--- src/rtl/led_pattern_gen.sv ---
// Runtime-selectable LED pattern engine: blink, chase, bounce and PWM breathe.
// A prescaler paces pattern steps; mode changes re-initialise the pattern.
module led_pattern_gen #(
  parameter int NUM_LEDS    = 4,
  parameter int STEP_CYCLES = 50_000_000,
  parameter int PWM_BITS    = 8,
  parameter int DUTY_STEP   = 1
) (
  input  logic                sys_clk,
  input  logic                rst_n,
  input  logic [1:0]          mode,
  input  logic                pause,
  output logic [NUM_LEDS-1:0] led,
  output logic                step_tick
);

  localparam int PW = $clog2(STEP_CYCLES);
  localparam logic [PW-1:0] PRE_TC = PW'(STEP_CYCLES - 1);
  localparam logic [PWM_BITS:0] DSTEP = (PWM_BITS+1)'(DUTY_STEP);
  localparam logic [PWM_BITS:0] DMAX = {1'b0, {PWM_BITS{1'b1}}};
  localparam logic [PWM_BITS-1:0] DSTEP_N = DSTEP[PWM_BITS-1:0];

  typedef enum logic [1:0] {
    M_BLINK   = 2'b00,
    M_CHASE   = 2'b01,
    M_BOUNCE  = 2'b10,
    M_BREATHE = 2'b11
  } mode_e;

  logic [PW-1:0]       pre, pre_d;
  logic [NUM_LEDS-1:0] pat, pat_d, led_d;
  logic [NUM_LEDS-1:0] shl, shr;
  logic                dir_up, dir_up_d;
  logic                ddir_up, ddir_up_d;
  logic [PWM_BITS-1:0] duty, duty_d, pwm_cnt;
  logic [PWM_BITS:0]   up_sum;
  logic [1:0]          mode_q;
  logic                init_pend;
  logic                init, tick;

  assign init   = init_pend || (mode != mode_q);
  assign tick   = !init && !pause && (pre == PRE_TC);
  assign up_sum = {1'b0, duty} + DSTEP;
  assign shl    = {pat[NUM_LEDS-2:0], 1'b0};
  assign shr    = {1'b0, pat[NUM_LEDS-1:1]};

  always_comb begin
    pre_d     = pre;
    pat_d     = pat;
    dir_up_d  = dir_up;
    duty_d    = duty;
    ddir_up_d = ddir_up;
    if (init) begin
      pre_d     = '0;
      dir_up_d  = 1'b1;
      ddir_up_d = 1'b1;
      duty_d    = '0;
      pat_d     = '0;
      if (mode == M_CHASE || mode == M_BOUNCE)
        pat_d = NUM_LEDS'(1);
    end else if (!pause) begin
      pre_d = tick ? '0 : pre + PW'(1);
      if (tick) begin
        unique case (1'b1)
          mode_q == M_BLINK: pat_d = ~pat;
          mode_q == M_CHASE:
            pat_d = {pat[NUM_LEDS-2:0], pat[NUM_LEDS-1]};
          mode_q == M_BOUNCE: begin
            // Turn around on arrival so endpoints show only once
            if (dir_up) begin
              pat_d = shl;
              if (shl[NUM_LEDS-1]) dir_up_d = 1'b0;
            end else begin
              pat_d = shr;
              if (shr[0]) dir_up_d = 1'b1;
            end
          end
          mode_q == M_BREATHE: begin
            if (ddir_up) begin
              if (up_sum >= DMAX) begin
                duty_d    = '1;
                ddir_up_d = 1'b0;
              end else begin
                duty_d = up_sum[PWM_BITS-1:0];
              end
            end else begin
              if ({1'b0, duty} <= DSTEP) begin
                duty_d    = '0;
                ddir_up_d = 1'b1;
              end else begin
                duty_d = duty - DSTEP_N;
              end
            end
          end
        endcase
      end
    end
  end

  always_comb begin
    led_d = pat;
    if (mode_q == M_BREATHE)
      led_d = {NUM_LEDS{pwm_cnt < duty}};
  end

  always_ff @(posedge sys_clk) begin
    if (!rst_n) begin
      pre       <= '0;
      pat       <= '0;
      dir_up    <= 1'b1;
      duty      <= '0;
      ddir_up   <= 1'b1;
      pwm_cnt   <= '0;
      mode_q    <= 2'b00;
      init_pend <= 1'b1;
      led       <= '0;
      step_tick <= 1'b0;
    end else begin
      pre       <= pre_d;
      pat       <= pat_d;
      dir_up    <= dir_up_d;
      duty      <= duty_d;
      ddir_up   <= ddir_up_d;
      pwm_cnt   <= pwm_cnt + PWM_BITS'(1);
      mode_q    <= mode;
      init_pend <= 1'b0;
      led       <= led_d;
      step_tick <= tick;
    end
  end

endmodule

--- config.mk ---
export PLATFORM = sky130hd
export DESIGN_NAME = led_pattern_gen
export DESIGN_NICKNAME = d
export VERILOG_FILES = /design/src/rtl/led_pattern_gen.sv
export SDC_FILE = /design/constraint.sdc
export NUM_CORES = 1
export LEC_CHECK = 0
export CAP_MARGIN = 20
export CORE_UTILIZATION = 48
export CTS_BUF_LIST = sky130_fd_sc_hd__clkbuf_2 sky130_fd_sc_hd__clkbuf_4 sky130_fd_sc_hd__clkbuf_8
export DETAILED_ROUTE_END_ITERATION = 10
export PLACE_DENSITY = 0.64
export SYNTH_ARGS = -nofsm -noshare
export SYNTH_HDL_FRONTEND = slang
export SYNTH_SLANG_ARGS = --single-unit
export TNS_END_PERCENT = 100
--- constraint.sdc ---
create_clock -name sys_clk -period 5.1 [get_ports sys_clk]
set_input_delay 0.765 -clock sys_clk [delete_from_list [all_inputs] [get_ports sys_clk]]
set_output_delay 0.765 -clock sys_clk [all_outputs]
set_load 0.03 [all_outputs]
**Word level (Yosys, flattened, before mapping)**

Cells that the tools add are included.

- Input bits: 5
- Logic and storage cells: 59
- Register bits: 56

- Reduce and logical (&&, ||, !) cells: 13
- Eq/ne operators: 8
- Bitwise operators: 3
- Order comparisons: 3
- $add $sub $neg: 4
- Muxes and demuxes: 18

Operators by type and width:

| cell | count |
|---|---|
| $add A26 B1 Y26 const B | 1 |
| $eq A26 B26 Y1 const B | 1 |
| $mux W26 | 1 |
| $mux W8 | 3 |
| $mux W4 | 5 |
| $pmux W4 S3 | 1 |
| $add A8 B1 Y9 const B | 1 |
| $ge A9 B8 Y1 const B | 1 |
| $reduce_and A3 Y1 | 3 |
| $add A8 B1 Y8 const B | 1 |
| $le A8 B1 Y1 const B | 1 |
| $lt A8 B8 Y1 | 1 |
| $mux W1 | 8 |
| $sub A8 B1 Y8 const B | 1 |
| $eq A2 B2 Y1 const B | 3 |
| $eq A2 B1 Y1 const B | 2 |
| $not A4 Y4 | 1 |
| $reduce_bool A4 Y1 | 1 |
| $logic_and A1 B1 Y1 | 2 |
| $logic_not A1 Y1 | 2 |
| $logic_not A2 Y1 | 1 |
| $logic_or A1 B1 Y1 | 2 |
| $ne A2 B2 Y1 | 1 |
| $ne A2 B2 Y1 const B | 1 |
| other kinds (3) | 4 |

**Logic depth before layout (Yosys ltp)**

Gate-level depths: netlist (run 1).

- Depth after elaboration: 8
- Mapped depth: 9
- Gate-level depth less buffers: 8

**Worst setup path after synthesis (run 1)**

No wires, ideal clock.

- Kind: input -> register
- Start point: in mode[1]
- End point: reg ddir_up
- Arrival time: 2176 ps
- Library setup time: 114 ps
- Buffers on the path: 1
- Cell stages on the path: 7
- Setup slack: 2810 ps
- Cells stage by stage: xor2_1 or3_4 nor4_4 and2_1 buf_6 nand3_2 a21o_1

- Word-level cells in the longest chain between the ends: 6
- Elaborated cells on any way between the ends: 7
- Those cells by class: eq/ne: 1; reduce/logical: 6

RTL lines:

| item | line | RTL |
|---|---|---|
| from (decl) | 11 | `input logic [1:0] mode,` |
| $ne A2 B2 Y1 * | 41 | `assign init = init_pend \|\| (mode != mode_q);` |
| $logic_or A1 B1 Y1 * | 41 |  |
| $logic_not A1 Y1 | 42 | `assign tick = !init && !pause && (pre == PRE_TC);` |
| $logic_and A1 B1 Y1 (2 in series) | 42 |  |
| $reduce_and A3 Y1 (no line) | - |  |
| to (signal assigned) | 123 | `ddir_up <= ddir_up_d;` |
| to (decl) | 34 | `logic ddir_up, ddir_up_d;` |

Mark *: on every way between the ends. The rest lies on a longest branch, timed or not.
A chain may end at the register's enable or synchronous reset.

**Worst setup path after layout (run 1)**

- Start point: in mode[1]
- End point: reg pre[1]

- Word-level cells in the longest chain between the ends: 6
- Elaborated cells on any way between the ends: 7
- Those cells by class: eq/ne: 1; mux: 1; reduce/logical: 5

RTL lines:

| item | line | RTL |
|---|---|---|
| $ne A2 B2 Y1 * | 41 |  |
| $logic_or A1 B1 Y1 * | 41 |  |
| $logic_not A1 Y1 | 42 |  |
| $logic_and A1 B1 Y1 (2 in series) | 42 |  |
| $mux W26 | 62 | `pre_d = tick ? '0 : pre + PW'(1);` |
| to (signal assigned) | 119 | `pre <= pre_d;` |
| to (decl) | 30 | `logic [PW-1:0] pre, pre_d;` |

Marks and branches as above.

==> flow_summary.json, run 1 <==
{
  "slowest_delay_ns": 0.67,
  "synth_cell_type_count": 63,
  "vias": 2718,
  "cts_inserted_buffers": 5,
  "die_h_um": 84.28,
  "viasPerCell": 5.771,
  "cp.depth": 6,
  "synthArstFlopShare": 0,
  "layout_common_cells": "dfxtp_1 (56), nor2_1 (41), nand2_1 (31)",
  "synth_warnings": 0,
  "tightest_slew_ns": 0.8384,
  "port_buffers": 9,
  "ioPinCount": 10,
  "grt_pass1_wl_um": 11950,
  "r2r-start": "duty[0]",
  "fin_worst_skew_ns": 0.008733,
  "mappedNetlistNets": 413,
  "fin_tns_setup_ns": 0,
  "n_antenna_cell": 0,
  "fp.dieArea_um2": 7102,
  "peakVddDrop_uv": 143.3,
  "ys_ff_latch": 56,
  "r2r-end": "duty[4]",
  "crit_fanout": 25,
  "antenna_left": 0,
  "drc_errors": 0,
  "rsz0062_at_grt": "false",
  "synth_edf_count": 0,
  "path_delay_family": "simple AND/OR/NAND/NOR gates",
  "leakagePower_nw": 1.186,
  "syn_area_um2": 3249,
  "critical_path_buf_inv_count": 1,
  "final_common_cell": "dfxtp_1",
  "finalWirelength_um": 6645,
  "place_congestion": 0.8166,
  "ys.flop_type": "dfxtp_1",
  "grtUsageTotal": 0.2061,
  "power_density_nw_per_um2": 226.1,
  "h-tree-depth": 2,
  "nNetsFinal": 415,
  "avgSynthCellArea_um2": 8.310,
  "num_rows": 29,
  "cts_hold_buf": 0,
  "netlist.area_leader.share": 0.3450,
  "netlist_instances": 391,
  "cts.repair.resized": 0,
  "grt_max_degree": 26,
  "min_period_ns": 3.024,
  "crit_chain": "clkdlybuf4s50_1 > xor2_1 > nor3_1 > nand2_1 > or2_1 > o32ai_1",
  "path_class": "in2reg",
  "post_cts_buffers": 0,
  "max_freq_ghz": 0.3307,
  "drt_iter0_drc": 192,
  "start_util": 0.5031,
  "setup_violations": 0,
  "cts_sinks": 56,
  "synth_largest_area_cell": "dfxtp_1",
  "startpoint": "mode[1]",
  "hold_class": "reg2reg",
  "crit_path_end_kind": "flip-flop",
  "ctsLongestPathBuffers": 2,
  "cts_tree": "yes",
  "cp-start-kind": "primary input",
  "synth.area.top_cells": "dfxtp_1 (35%), ha_1 (6.5%), nor2_1 (4.7%), xor2_1 (4.6%), nand3_1 (3.7%)",
  "die_w_um": 84.28,
  "crit_end": "pre[1]",
  "outcome": "completed",
  "timing.final.crit_share": 0.5929,
  "grt_pass1_vias": 2532,
  "first_pass_iters": 4,
  "wl_per_cell_um": 14.11,
  "core_area_um2": 6459,
  "grt-ovfl-total": 0,
  "yosysSeqAreaShare": 0.3450,
  "drive_above_1_share": 0.06345,
  "post-route-util": 0.5386,
  "ff2ff_path_depth": 8,
  "cts_root_buffer": "clkbuf_8",
  "slowest_stage": "or2_1",
  "hpwl_um": 4762,
  "areaGrowthSynthToFinish_pct": 7.047,
  "critical_path_required_ns": 5.32,
  "max_slew_margin": 0.4410,
  "r2r_slack_ns": 2.59,
  "clk_latency_ns": 0.31,
  "arrival_ns": 3.24,
  "antenna_found_initial": 0,
  "path_clk_slew_ns": 0.10,
  "drv_slew": 0,
  "finalHoldViolCount": 0,
  "max_cap_viol_count": 0
}
==> cell type report <==
| type | count | area [µm²] |
|---|---|---|
| Tap cell | 77 | 96.34 |
| Inverter | 19 | 71.32 |
| Clock inverter | 3 | 46.29 |
| Clock buffer | 5 | 68.82 |
| Timing Repair Buffer | 9 | 90.09 |
| Sequential cell | 56 | 1121 |
| Multi-Input combinational cell | 302 | 1984 |
| Fill cell | 637 | 2980 |
==> sequential cells by signal, indices dropped and copies added (netlist names), 2 cells and up <==
signal,flops
pre,26
pwm_cnt,8
led,4
duty,8
pat,4
mode_q,2
==> metrics by stage <==
step	total power [mW]	hold WS [ns]	setup slack [ns]	instances	area (µm²)
after floorplan	0.4837	0.4206	2.810	391	3249
after global placement	0.4962	0.4615	1.806	463	3363
after detailed placement	0.4969	0.4649	1.716	463	3363
after CTS	0.7977	0.4906	2.056	471	3478
after global routing	0.8161	0.5277	1.818	471	3478
final	0.7864	0.4898	2.076	471	3478
==> logic make-up after synthesis <==
logic type / after synthesis / share of synthesized area
xor+xnor: 30 / 0.08086
fa+ha+maj: 17 / 0.06546
flops: 56 / 0.3450
compound gates: 79 / 0.1652
simple gates: 174 / 0.2930
buf+inv: 33 / 0.04428
mux: 2 / 0.006161
==> per-layer routing <==
metal  vias up  part of all wire  global-route usage
met5         -                 0                   0
met4         0             0.015             0.06270
met3         8             0.030             0.03540
met2        39              0.44              0.3137
met1      1269              0.52              0.2976
li1       1402                 -                   -
==> cell usage after synthesis (2+ instances only) <==
master    number
nor2b_1        4
nor3_1        12
and3_1         5
a22oi_1        3
and2_1         3
o211ai_1       2
mux2i_1        2
nand4_1        7
o21ai_0       14
ha_1          17
or2_2          3
o21ai_1        2
buf_2          4
nand4b_1       5
inv_1         18
o22ai_1        2
a21oi_1       23
a211oi_1       5
a21o_1         6
a22o_1         3
nand2b_1       5
nand2_1       31
nand3b_1       3
a311oi_1       3
xor2_1        17
nor3_2         2
clkbuf_1       7
a31oi_1        4
xnor2_1       13
nor2_1        41
nor3b_1        2
dfxtp_1       56
buf_4          2
or3_1          7
nand3_1       24
nor4_1         7
==> worst reg2reg max path, delay by kind of cell (launching register included) <==
kind / cells / cell delay [ns]
simple gates: 4 / 0.78
flops: 1 / 0.62
compound gates: 2 / 0.54
fa+ha+maj: 1 / 0.29
buf+inv: 1 / 0.19
==> worst min-delay path by stage <==
stage | endpoint | cells past startpoint | from
2_1_floorplan | pwm_cnt[0] | 1 | pwm_cnt[0]
4_1_cts | pwm_cnt[0] | 1 | pwm_cnt[0]
3_5_place_dp | pwm_cnt[0] | 1 | pwm_cnt[0]
6_report | pwm_cnt[0] | 1 | pwm_cnt[0]
5_1_grt | pwm_cnt[0] | 1 | pwm_cnt[0]
3_3_place_gp | pwm_cnt[0] | 1 | pwm_cnt[0]
==> where the power goes <==
group / leakage, nW / internal (mW) / total [mW] / switching, mW
logic: 0.673 / 0.0167 / 0.0394 / 0.0227
registers: 0.453 / 0.442 / 0.447 / 0.00530
clock network: 0.0600 / 0.149 / 0.300 / 0.151
No activity file was read; power rests on OpenSTA's default activity.
==> run 2: changes to the inputs <==
--- a/config.mk
+++ b/config.mk
@@ -9,7 +9,7 @@
 export CORE_UTILIZATION = 48
 export CTS_BUF_LIST = sky130_fd_sc_hd__clkbuf_2 sky130_fd_sc_hd__clkbuf_4 sky130_fd_sc_hd__clkbuf_8
 export DETAILED_ROUTE_END_ITERATION = 10
-export PLACE_DENSITY = 0.64
+export PLACE_DENSITY = 0.66
 export SYNTH_ARGS = -nofsm -noshare
 export SYNTH_HDL_FRONTEND = slang
 export SYNTH_SLANG_ARGS = --single-unit
==> constraint.sdc (replaced) <==
create_clock -name sys_clk -period 2.6 [get_ports sys_clk]
set_input_delay 0.39 -clock sys_clk [delete_from_list [all_inputs] [get_ports sys_clk]]
set_output_delay 0.39 -clock sys_clk [all_outputs]
set_load 0.03 [all_outputs]
==> flow_summary.json, run 2 (synthesis results as in run 1) <==
{
  "outcome": "completed",
  "place_ws_ns": 0.0001923,
  "vias": 2754,
  "worstHoldPathCells": 1,
  "arrival_ns": 2.54,
  "grt-ovfl-total": 0,
  "fp.dieArea_um2": 7102,
  "fin_worst_skew_ns": 0.005612,
  "min_period_ns": 2.317,
  "drive_above_1_share": 0.09337,
  "grt_max_degree": 26,
  "finalWirelength_um": 6835,
  "crit_path_end_kind": "flip-flop",
  "setup_violations": 0,
  "areaGrowthSynthToFinish_pct": 9.896,
  "timing.final.crit_share": 0.8912,
  "cts_tree": "yes",
  "first_pass_iters": 4,
  "hpwl_um": 4978,
  "cts_inserted_buffers": 5,
  "drt_iter0_drc": 141,
  "ff2ff_path_depth": 7,
  "antenna_found_initial": 0,
  "drc_errors": 0,
  "die_w_um": 84.28,
  "largest_register_ffs": 26,
  "core_area_um2": 6459,
  "r2r-end": "duty[4]",
  "power_density_nw_per_um2": 410.1,
  "layout_common_cells": "dfxtp_1 (56), nor2_1 (41), nand2_1 (31)",
  "critical_path_required_ns": 2.82,
  "cts_root_buffer": "clkbuf_8",
  "port_buffers": 9,
  "tightest_slew_ns": 0.7468,
  "crit_fanout": 8,
  "min_to": "pwm_cnt[0]",
  "hold_class": "reg2reg",
  "post_cts_buffers": 0,
  "drv_slew": 0,
  "r2r_slack_ns": 0.28,
  "nNetsFinal": 428,
  "cts_sinks": 56,
  "ioPinCount": 10,
  "path_class": "reg2reg",
  "die_h_um": 84.28,
  "final_common_cell": "dfxtp_1",
  "n_antenna_cell": 0,
  "antenna_left": 0,
  "grt_pass1_wl_um": 11930,
  "top_register": "pre",
  "cp-start-kind": "flip-flop",
  "peakVddDrop_uv": 239.5,
  "worstHoldStart": "pwm_cnt[0]",
  "cts.repair.resized": 0,
  "grt_pass1_vias": 2599,
  "clk_latency_ns": 0.31,
  "cts_hold_buf": 0,
  "viasPerCell": 5.690,
  "rsz0062_at_grt": "false",
  "ctsLongestPathBuffers": 2,
  "start_util": 0.5031,
  "place_congestion": 0.8516,
  "max_freq_ghz": 0.4316,
  "reg_top3": "pre x26, duty x8, pwm_cnt x8",
  "h-tree-depth": 2,
  "grtUsageTotal": 0.2049,
  "wl_per_cell_um": 14.12,
  "max_cap_viol_count": 0,
  "path_clk_slew_ns": 0.10,
  "r2r-start": "duty[1]",
  "num_rows": 29,
  "leakagePower_nw": 1.244,
  "fin_tns_setup_ns": 0,
  "max_slew_margin": 0.5015,
  "finalHoldViolCount": 0,
  "finalWorstSetupSlack_ns": 0.2830
}
[run 2: per-layer routing]
metal | vias up | wire length, µm | GRT usage
li1 | 1429 | - | -
met1 | 1269 | 3518 | 0.2830
met2 | 48 | 2999 | 0.3286
met3 | 8 | 231 | 0.03048
met4 | 0 | 85 | 0.06740
met5 | - | 0 | 0
[run 2: worst max path at each step]
stage	start	endpoint	slack [ns]	cells past startpoint
floorplan	duty[0]	duty[4]	0.53	9
global placement	mode[1]	ddir_up	0.08	7
detailed placement	mode[1]	ddir_up	0.0002	7
CTS	duty[1]	duty[4]	0.29	7
global route	duty[1]	duty[4]	0.11	7
finish	duty[1]	duty[4]	0.28	7
[run 2: final cells by class]
class / instances / area (µm²)
clock buffer: 7 / 90.09
fill: 587 / 2888
multi-input combinational: 302 / 1984
clock inverter: 1 / 7.507
inverter: 19 / 71.32
timing repair buffer: 22 / 200.2
tap: 77 / 96.34
sequential: 56 / 1121
[run 2: worst max-delay path, cell delays in order, from the launching register on]
cell and delay, ns:
dfxtp_1 0.50, ha_1 0.40, nand2b_1 0.08, o21ai_0 0.17, a31oi_1 0.17, o41ai_4 0.46
nand2_1 0.16, a221oi_1 0.30
[run 2: through the flow]
stage                     hold WS [ns]  utilization  total power [mW]  instances  instance area, µm²
after CTS                       0.4936       0.5529             1.481        484                3571
final                           0.4903       0.5529             1.465        484                3571
after floorplan                 0.4206            -            0.9489        391                3249
after detailed placement        0.4711       0.5378            0.9807        476                3473
after global placement          0.4662       0.5378            0.9797        476                3473
after global routing            0.5328       0.5529             1.522        484                3571
[run 2: power breakdown]
part           leakage, nW  switching (mW)  internal, mW
sequential           0.453          0.0101         0.867
combinational        0.743          0.0448        0.0379
clock               0.0479           0.277         0.228
total                 1.24           0.332          1.13
==> run 3: changes to the inputs <==
--- a/config.mk
+++ b/config.mk
@@ -6,10 +6,10 @@
 export NUM_CORES = 1
 export LEC_CHECK = 0
 export CAP_MARGIN = 20
-export CORE_UTILIZATION = 48
+export CORE_UTILIZATION = 50
 export CTS_BUF_LIST = sky130_fd_sc_hd__clkbuf_2 sky130_fd_sc_hd__clkbuf_4 sky130_fd_sc_hd__clkbuf_8
 export DETAILED_ROUTE_END_ITERATION = 10
-export PLACE_DENSITY = 0.66
+export PLACE_DENSITY = 0.69
 export SYNTH_ARGS = -nofsm -noshare
 export SYNTH_HDL_FRONTEND = slang
 export SYNTH_SLANG_ARGS = --single-unit
==> flow_summary.json, run 3 (synthesis results as in run 1) <==
{
  "rsz0062_at_grt": "false",
  "cts_sinks": 56,
  "outcome": "completed",
  "max_cap_viol_count": 0,
  "vias": 2824,
  "leakagePower_nw": 1.243,
  "layout_common_cells": "dfxtp_1 (56), nor2_1 (41), nand2_1 (31)",
  "ff2ff_path_depth": 8,
  "areaGrowthSynthToFinish_pct": 9.627,
  "ctsLongestPathBuffers": 2,
  "arrival_ns": 2.54,
  "r2r_slack_ns": 0.28,
  "final_common_cell": "dfxtp_1",
  "grt-ovfl-total": 0,
  "power_density_nw_per_um2": 400.0,
  "start_util": 0.5147,
  "crit_fanout": 8,
  "finalWorstSetupSlack_ns": 0.2801,
  "drv_slew": 0,
  "die_h_um": 82.62,
  "core_area_um2": 6314,
  "grt_pass1_wl_um": 11500,
  "fin_tns_setup_ns": 0,
  "drt_iter0_drc": 273,
  "critical_path_required_ns": 2.82,
  "timing.final.crit_share": 0.8923,
  "max_freq_ghz": 0.4311,
  "die_w_um": 82.62,
  "cts_tree": "yes",
  "max_slew_margin": 0.4878,
  "cts_hold_buf": 0,
  "top_register": "pre",
  "largest_register_ffs": 26,
  "grtUsageTotal": 0.2165,
  "power_frac_seq": 0.615,
  "crit_path_end_kind": "flip-flop",
  "viasPerCell": 5.835,
  "netSwitchingFraction": 0.2360,
  "cts.repair.resized": 0,
  "cts_inserted_buffers": 5,
  "grt_pass1_vias": 2449,
  "min_period_ns": 2.320,
  "hpwl_um": 5033,
  "fp.dieArea_um2": 6825,
  "worstHoldPathCells": 1,
  "nNetsFinal": 429,
  "finalHoldViolCount": 0,
  "antenna_left": 0,
  "post_cts_buffers": 0,
  "fin_worst_skew_ns": 0.009566,
  "h-tree-depth": 2,
  "grt_max_degree": 26,
  "peakVddDrop_uv": 251.3,
  "antenna_found_initial": 0,
  "cts_root_buffer": "clkbuf_8",
  "drive_above_1_share": 0.09337,
  "path_class": "reg2reg",
  "drc_errors": 0,
  "port_buffers": 9,
  "reg_top3": "pre x26, duty x8, pwm_cnt x8",
  "place_congestion": 0.8534,
  "ioPinCount": 10,
  "wl_per_cell_um": 14.29,
  "first_pass_iters": 5,
  "p_int_mw": 1.089,
  "n_antenna_cell": 0,
  "cp-start-kind": "flip-flop",
  "path_clk_slew_ns": 0.10,
  "combinationalPowerShare": 0.059,
  "num_rows": 29,
  "setup_violations": 0,
  "hold_class": "reg2reg",
  "p_sw_mw": 0.3363,
  "tightest_slew_ns": 0.7673,
  "place_ws_ns": 0.06400,
  "pwr-share-clk": 0.326,
  "clk_latency_ns": 0.31,
  "finalWirelength_um": 6915
}
run 3: path summary, 6_finish.rpt:
path	from	end
worst min register to register	pwm_cnt[0]	pwm_cnt[0]
worst min-delay path	pwm_cnt[0]	pwm_cnt[0]
worst max-delay path	duty[1]	duty[4]
worst max register to register	duty[1]	duty[4]
run 3: metrics by stage:
| step | instances | hold WS [ns] | area (µm²) | utilization | power, mW |
|---|---|---|---|---|---|
| 3_3_place_gp | 477 | 0.4347 | 3481 | 0.5513 | 0.9777 |
| 6_report | 484 | 0.4663 | 3562 | 0.5642 | 1.425 |
| 2_1_floorplan | 391 | 0.4206 | 3249 | - | 0.9489 |
| 5_1_grt | 484 | 0.5027 | 3562 | 0.5642 | 1.486 |
| 4_1_cts | 484 | 0.4737 | 3562 | 0.5642 | 1.436 |
| 3_5_place_dp | 477 | 0.4485 | 3481 | 0.5513 | 0.9807 |
run 3: final cells by class:
cell class | instances | area (µm²)
Clock buffer | 5 | 68.82
Clock inverter | 2 | 12.51
Fill cell | 573 | 2751
Inverter | 19 | 71.32
Multi-Input combinational cell | 302 | 1984
Sequential cell | 56 | 1121
Tap cell | 77 | 96.34
Timing Repair Buffer | 23 | 207.7
run 3: critical path, cell delays in order (launching register included):
cell      delay (ns)
dfxtp_1         0.50
inv_1           0.20
ha_1            0.27
or2_2           0.35
a31oi_1         0.31
a22oi_1         0.12
o22ai_1         0.18
a21oi_1         0.06
a221oi_1        0.25
run 3: layer usage:
metal | track usage | wire, µm | up-vias
met3 | 0.03297 | 329 | 10
met1 | 0.3084 | 3311 | 1297
li1 | - | - | 1432
met4 | 0.04655 | 77 | 0
met2 | 0.3438 | 3196 | 85
met5 | 0 | 0 | -
run 3: power groups by stage:
stage | combinational (mW) | sequential [mW] | clock [mW]
after detailed placement | 0.0840 | 0.897 | 0
after global placement | 0.0814 | 0.896 | 0
final | 0.0841 | 0.877 | 0.464
after CTS | 0.0844 | 0.877 | 0.475
after global routing | 0.0941 | 0.879 | 0.513
after floorplan | 0.0517 | 0.897 | 0
